$ cat src/rtl/mips_multicycle_core.sv
// Multi-cycle MIPS-I subset core: one FSM walks FETCH/DECODE/EXEC/MEM/WB
// around a shared ALU, with handshaked instruction and data memories.
module mips_multicycle_core #(
  parameter logic [31:0] RESET_PC    = 32'h0000_0000,
  parameter int          NUM_REGS    = 32,
  parameter bit          ALIGN_CHECK = 1'b1
) (
  input  logic        clk,
  input  logic        rst,
  output logic        imem_req,
  output logic [31:0] imem_addr,
  input  logic        imem_ready,
  input  logic [31:0] imem_rdata,
  output logic        dmem_req,
  output logic        dmem_we,
  output logic [31:0] dmem_addr,
  output logic [31:0] dmem_wdata,
  input  logic        dmem_ready,
  input  logic [31:0] dmem_rdata,
  output logic        retire,
  output logic [31:0] pc_out,
  output logic        halted,
  output logic        illegal
);

  localparam int RW = (NUM_REGS > 1) ? $clog2(NUM_REGS) : 1;
  localparam logic [4:0] HI_MASK = ~5'(NUM_REGS - 1);

  localparam logic [5:0] OP_R    = 6'h00;
  localparam logic [5:0] OP_J    = 6'h02;
  localparam logic [5:0] OP_BEQ  = 6'h04;
  localparam logic [5:0] OP_ADDI = 6'h08;
  localparam logic [5:0] OP_LW   = 6'h23;
  localparam logic [5:0] OP_SW   = 6'h2B;
  localparam logic [5:0] F_ADD   = 6'h20;
  localparam logic [5:0] F_SUB   = 6'h22;
  localparam logic [5:0] F_AND   = 6'h24;
  localparam logic [5:0] F_OR    = 6'h25;
  localparam logic [5:0] F_SLT   = 6'h2A;

  typedef enum logic [2:0] {FETCH, DECODE, EXEC, MEM, WB, HALT} state_t;

  state_t      state;
  logic [31:0] pc, ir, a_reg, b_reg, imm_reg, alu_out, mdr;
  logic [31:0] gpr [NUM_REGS];

  logic [5:0]    opcode, funct;
  logic [4:0]    rs, rt, rd;
  logic [RW-1:0] wb_idx;
  logic          op_legal, regs_legal, wb_en;
  logic [31:0]   alu_b, alu_y, wb_data, imm_sext;

  assign opcode   = ir[31:26];
  assign funct    = ir[5:0];
  assign rs       = ir[25:21];
  assign rt       = ir[20:16];
  assign rd       = ir[15:11];
  assign imm_sext = {{16{ir[15]}}, ir[15:0]};

  always_comb begin
    op_legal = 1'b0;
    case (opcode)
      OP_R: begin
        case (funct)
          F_ADD, F_SUB, F_AND, F_OR, F_SLT: op_legal = 1'b1;
          default: op_legal = 1'b0;
        endcase
      end
      OP_J, OP_BEQ, OP_ADDI, OP_LW, OP_SW: op_legal = 1'b1;
      default: op_legal = 1'b0;
    endcase
  end

  // Register fields must fit the configured file; j names no registers.
  assign regs_legal = (opcode == OP_J) ||
                      ((((rs | rt) & HI_MASK) == 5'd0) &&
                       (opcode != OP_R || (rd & HI_MASK) == 5'd0));

  always_comb begin
    alu_b = (opcode == OP_R) ? b_reg : imm_reg;
    alu_y = a_reg + alu_b;
    if (opcode == OP_R) begin
      case (funct)
        F_SUB:   alu_y = a_reg - alu_b;
        F_AND:   alu_y = a_reg & alu_b;
        F_OR:    alu_y = a_reg | alu_b;
        F_SLT:   alu_y = {31'd0, $signed(a_reg) < $signed(alu_b)};
        default: alu_y = a_reg + alu_b;
      endcase
    end
  end

  assign wb_idx  = (opcode == OP_R) ? ir[11 +: RW] : ir[16 +: RW];
  assign wb_data = (opcode == OP_LW) ? mdr : alu_out;
  assign wb_en   = (state == WB) && (wb_idx != '0);

  // Entry 0 is never written, so $0 reads zero without a read-side mux.
  always_ff @(posedge clk or negedge rst) begin
    if (!rst) begin
      for (int i = 0; i < NUM_REGS; i++) gpr[i] <= '0;
    end else if (wb_en) begin
      gpr[wb_idx] <= wb_data;
    end
  end

  always_ff @(posedge clk or negedge rst) begin
    if (!rst) begin
      state   <= FETCH;
      pc      <= RESET_PC;
      ir      <= '0;
      a_reg   <= '0;
      b_reg   <= '0;
      imm_reg <= '0;
      alu_out <= '0;
      mdr     <= '0;
    end else begin
      case (state)
        FETCH: if (imem_ready) begin
          ir    <= imem_rdata;
          pc    <= pc + 32'd4;
          state <= DECODE;
        end
        DECODE: begin
          a_reg   <= gpr[ir[21 +: RW]];
          b_reg   <= gpr[ir[16 +: RW]];
          imm_reg <= imm_sext;
          state   <= (op_legal && regs_legal) ? EXEC : HALT;
        end
        // j resolves here alongside beq so both retire in the third cycle.
        EXEC: begin
          case (opcode)
            OP_J: begin
              pc    <= {pc[31:28], ir[25:0], 2'b00};
              state <= FETCH;
            end
            OP_BEQ: begin
              if (a_reg == b_reg) pc <= pc + {imm_reg[29:0], 2'b00};
              state <= FETCH;
            end
            OP_LW, OP_SW: begin
              alu_out <= alu_y;
              state   <= (ALIGN_CHECK && alu_y[1:0] != 2'b00) ? HALT : MEM;
            end
            default: begin
              alu_out <= alu_y;
              state   <= WB;
            end
          endcase
        end
        MEM: if (dmem_ready) begin
          mdr   <= dmem_rdata;
          state <= (opcode == OP_SW) ? FETCH : WB;
        end
        WB:      state <= FETCH;
        HALT:    state <= HALT;
        default: state <= HALT;
      endcase
    end
  end

  // Gating with rst lets the fetch request drop during reset and rise
  // in the very first cycle after release.
  assign imem_req   = (state == FETCH) && rst;
  assign imem_addr  = pc;
  assign dmem_req   = (state == MEM);
  assign dmem_we    = (state == MEM) && (opcode == OP_SW);
  assign dmem_addr  = alu_out;
  assign dmem_wdata = b_reg;
  assign retire     = (state == WB) ||
                      (state == EXEC && (opcode == OP_J || opcode == OP_BEQ)) ||
                      (state == MEM && dmem_ready && opcode == OP_SW);
  assign pc_out     = pc;
  assign halted     = (state == HALT);
  assign illegal    = (state == HALT);

endmodule
$ cat config.mk
export PLATFORM = sky130hd
export DESIGN_NAME = mips_multicycle_core
export DESIGN_NICKNAME = d
export VERILOG_FILES = /design/src/rtl/mips_multicycle_core.sv
export SDC_FILE = /design/constraint.sdc
export NUM_CORES = 2
export LEC_CHECK = 0
export ABC_CLOCK_PERIOD_IN_PS = 4700
export CAP_MARGIN = 20
export CORE_UTILIZATION = 40
export DETAILED_ROUTE_END_ITERATION = 6
export DONT_BUFFER_PORTS = 1
export PLACE_DENSITY = 0.57
export SLEW_MARGIN = 20
export SYNTH_ARGS = -nofsm -noshare
export SYNTH_HDL_FRONTEND = slang
export SYNTH_SLANG_ARGS = --single-unit
$ cat constraint.sdc
create_clock -name clk -period 4.7 [get_ports clk]
set_input_delay 0.705 -clock clk [delete_from_list [all_inputs] [get_ports clk]]
set_output_delay 0.705 -clock clk [all_outputs]
set_load 0.005 [all_outputs]
==> flow_summary.ini <==
[global_route]
grt_use_total = 0.269
grt_pass1_wl_mm = 340
grt_overflow = 0
grt_pass1_vias = 49682
antenna_found_initial = 4
grt_max_degree = 225

[worst_setup_path]
crit_type = reg2reg
cpMaxStageDelayCell = or3_4
crit_family = compound AO/OA/AOI/OAI gates
start_kind = flop
path_buf_inv = 3
max_stage_delay_ns = 0.43
cp_data_required_time_ns = 5.38
worstPathMaxFanout = 22
arrival_ns = 5.18
cp-end-kind = flop
crit_chain = or3_4, nor3_2, nand2b_1, buf_4, nand2_1, nand2_1, inv_1, ha_1, buf_4, nor3_1, o31ai_1, and3_1, o41a_4, o21ai_2, a21boi_2, o41a_1, a221oi_1, a21oi_1, o22a_1

[clock_network]
cts_tree = done
clockBufferDepth = 3
cts_root_buf = clkbuf_16
clk_pin_slew_ns = 0.06
cts_buffers = 137
clock-sinks = 1233
clkLatencyLatePin_ns = 0.79
htreeDepth = 4

[sta]
slew_headroom = 0.241
slew_violations = 0
period_needed_ns = 4.51
fmax_mhz = 222
finClkSkew_ns = 0.0380
setup_viol = 0
hold_violations = 0
finalHoldWorstSlack_ns = 0.0555
tightest_slew_ns = 1.14
fin_crit_sh = 0.959

[routing]
wl_per_cell_microns = 27.5
drc = 0
drt_iter0_markers = 5111
viasPerCell = 6.03
dr.pass1.iters = 7
wl_mm = 228
num_vias = 50187
ant_nets = 0

[pwr]
total_power_w = 0.0396
irDropWorstVdd_v = 0.000374
p_per_area_nw_per_um2 = 524
p_leak_nw = 31.7

[finish]
nets = 6209
fin_cells = 8317
layout-drive-gt1-share = 0.201
top_register = gpr
area_delta_synth_final_pct = 11.6
largest_register_ffs = 1024

[logic_synthesis]
ys_ff_latch = 1233
ys_warn_count = 0
synthesis.area_sq_um = 67700
synth_edf_count = 0
synthCells = 6255
synthFlopType = dfrtp_1
synth.avg_cell_area_sq_um = 10.8
async_flop_share = 1.00
seq_area_frac_synth = 0.456
ys_types = 87

[place]
dp_cells = 8048
globalplace.congestion = 0.926
dp_hpwl_mm = 145
port_buffers = 0

[run]
cap_viol_max_count = 0

[floorplanning]
placementRows = 150
die-area_sq_um = 171000
core_sq_um = 168000
io_pins = 202
die_height_microns = 413
die_w_microns = 413
start_util = 0.404

[hold_path]
min_path_type = in2reg

[outcome]
status = finished clean
[cells in the final DEF (no fill, tap or decap), types with 28 or more instances in the layout]
cell type / instances
buf_4: 151
clkbuf_1: 28
a21o_1: 40
clkbuf_16: 141
o21ai_0: 488
clkbuf_8: 29
nor2_1: 779
a21oi_1: 788
xnor2_1: 54
buf_12: 49
nand2_1: 702
mux2i_2: 30
ha_1: 126
o21ai_1: 61
mux4_2: 640
mux2_2: 48
nor3_1: 50
mux2i_1: 70
inv_1: 105
dfrtp_1: 1222
[stage by stage]
stage               setup slack (ns)  instance area [sq um]  setup TNS [ns]   util
floorplan                     0.0218                  67700               0      -
global placement               0.132                  70600               0  0.421
detailed placement             0.121                  70600               0  0.422
CTS                           0.0706                  75400               0  0.450
global route                -0.00682                  75600        -0.00682  0.451
finish                         0.192                  75600               0  0.451
[power by group]
| part | internal [W] | switching (W) | total (W) |
|---|---|---|---|
| clock network | 0.00646 | 0.00458 | 0.0110 |
| registers | 0.0117 | 0.00194 | 0.0136 |
| logic | 0.00635 | 0.00862 | 0.0150 |
| total | 0.0245 | 0.0151 | 0.0396 |
[final timing paths]
| kind | from | to | slack, ns | depth (start not counted) |
|---|---|---|---|---|
| hold / removal | imem_rdata[20] | ir[20]$_DFFE_PN0P_ | 0.06 | 2 |
| setup / recovery | ir[26]$_DFFE_PN0P_ | dmem_addr[29]$_DFFE_PN0P_ | 0.19 | 19 |
| setup reg to reg | ir[26]$_DFFE_PN0P_ | dmem_addr[29]$_DFFE_PN0P_ | 0.19 | 19 |
| min in group asynchronous | rst | gpr[590]$_DFFE_PN0P_ | 0.51 | 2 |
| hold reg to reg | gpr[1007]$_DFFE_PN0P_ | gpr[1007]$_DFFE_PN0P_ | 0.39 | 0 |
| max in group asynchronous | rst | ir[20]$_DFFE_PN0P_ | 0.73 | 6 |
[Yosys cell counts, types with 5 or more instances]
library cell,n,share of area
a2111oi_0,6,0.00078
a211oi_1,27,0.0030
a21o_1,40,0.0044
a21oi_1,789,0.058
a221o_1,10,0.0015
a221oi_1,8,0.0010
a22oi_1,5,0.00055
a31oi_1,27,0.0025
and2_1,12,0.0011
and3_1,13,0.0012
buf_1,76,0.0042
buf_2,37,0.0027
buf_4,35,0.0039
clkbuf_1,467,0.026
dfrtp_1,1233,0.46
ha_1,127,0.023
inv_1,105,0.0058
mux2_2,48,0.0080
mux2i_1,102,0.015
mux4_2,640,0.21
nand2_1,715,0.040
nand2b_1,19,0.0018
nand3_1,25,0.0018
nand4_1,21,0.0019
nor2_1,784,0.043
nor2_2,15,0.0014
nor2b_1,10,0.00092
nor3_1,50,0.0037
nor3b_1,9,0.0010
nor4_1,7,0.00065
o211ai_1,23,0.0026
o21a_1,10,0.0011
o21ai_0,490,0.036
o21ai_1,60,0.0044
o21bai_1,10,0.0011
o221ai_1,8,0.0010
o22ai_1,20,0.0018
o31ai_1,10,0.0011
or3_1,14,0.0013
xnor2_1,54,0.0070
xor2_1,13,0.0017
[metal layers]
layer / wire length [microns] / up-vias / GRT usage
li1: - / 22077 / -
met1: 96900 / 25691 / 0.374
met2: 105000 / 1973 / 0.420
met3: 17200 / 444 / 0.0474
met4: 9130 / 2 / 0.105
met5: 20 / - / 0
[kinds of logic after synthesis]
group,after synthesis,share of synthesized area
xor+xnor,67,0.00867
simple gates,1716,0.103
flops,1233,0.456
compound gates,1594,0.129
fa+ha+maj,130,0.0244
other cells,1,0.0000554
mux,790,0.236
buf+inv,724,0.0431
[worst reg2reg max path: stages (launching register included)]
cell,delay [ns]
dfrtp_1,0.39
or3_4,0.43
nor3_2,0.21
nand2b_1,0.10
buf_4,0.24
nand2_1,0.12
nand2_1,0.07
inv_1,0.08
ha_1,0.25
buf_4,0.17
nor3_1,0.26
o31ai_1,0.17
and3_1,0.24
o41a_4,0.39
o21ai_2,0.20
a21boi_2,0.09
o41a_1,0.43
a221oi_1,0.29
a21oi_1,0.07
o22a_1,0.19
[layout make-up]
class | instances | area, sq um
Clock inverter | 41 | 519
Clock buffer | 198 | 4030
Multi-Input combinational cell | 4301 | 34300
Tap cell | 2204 | 2760
Sequential cell | 1233 | 30900
Fill cell | 15429 | 92000
Inverter | 106 | 398
Timing Repair Buffer | 232 | 2630
Antenna cell | 2 | 5.00
[what timing repair did]
action / 4_1_cts / 5_1_grt
gates resized for setup: 0 / 9
setup endpoints to repair: 0 / 8
setup buffers: 0 / 4
endpoints found under the hold margin: 158 / 18
hold buffers: 19 / 1
Note: power is estimated with default switching activity, not from simulation.
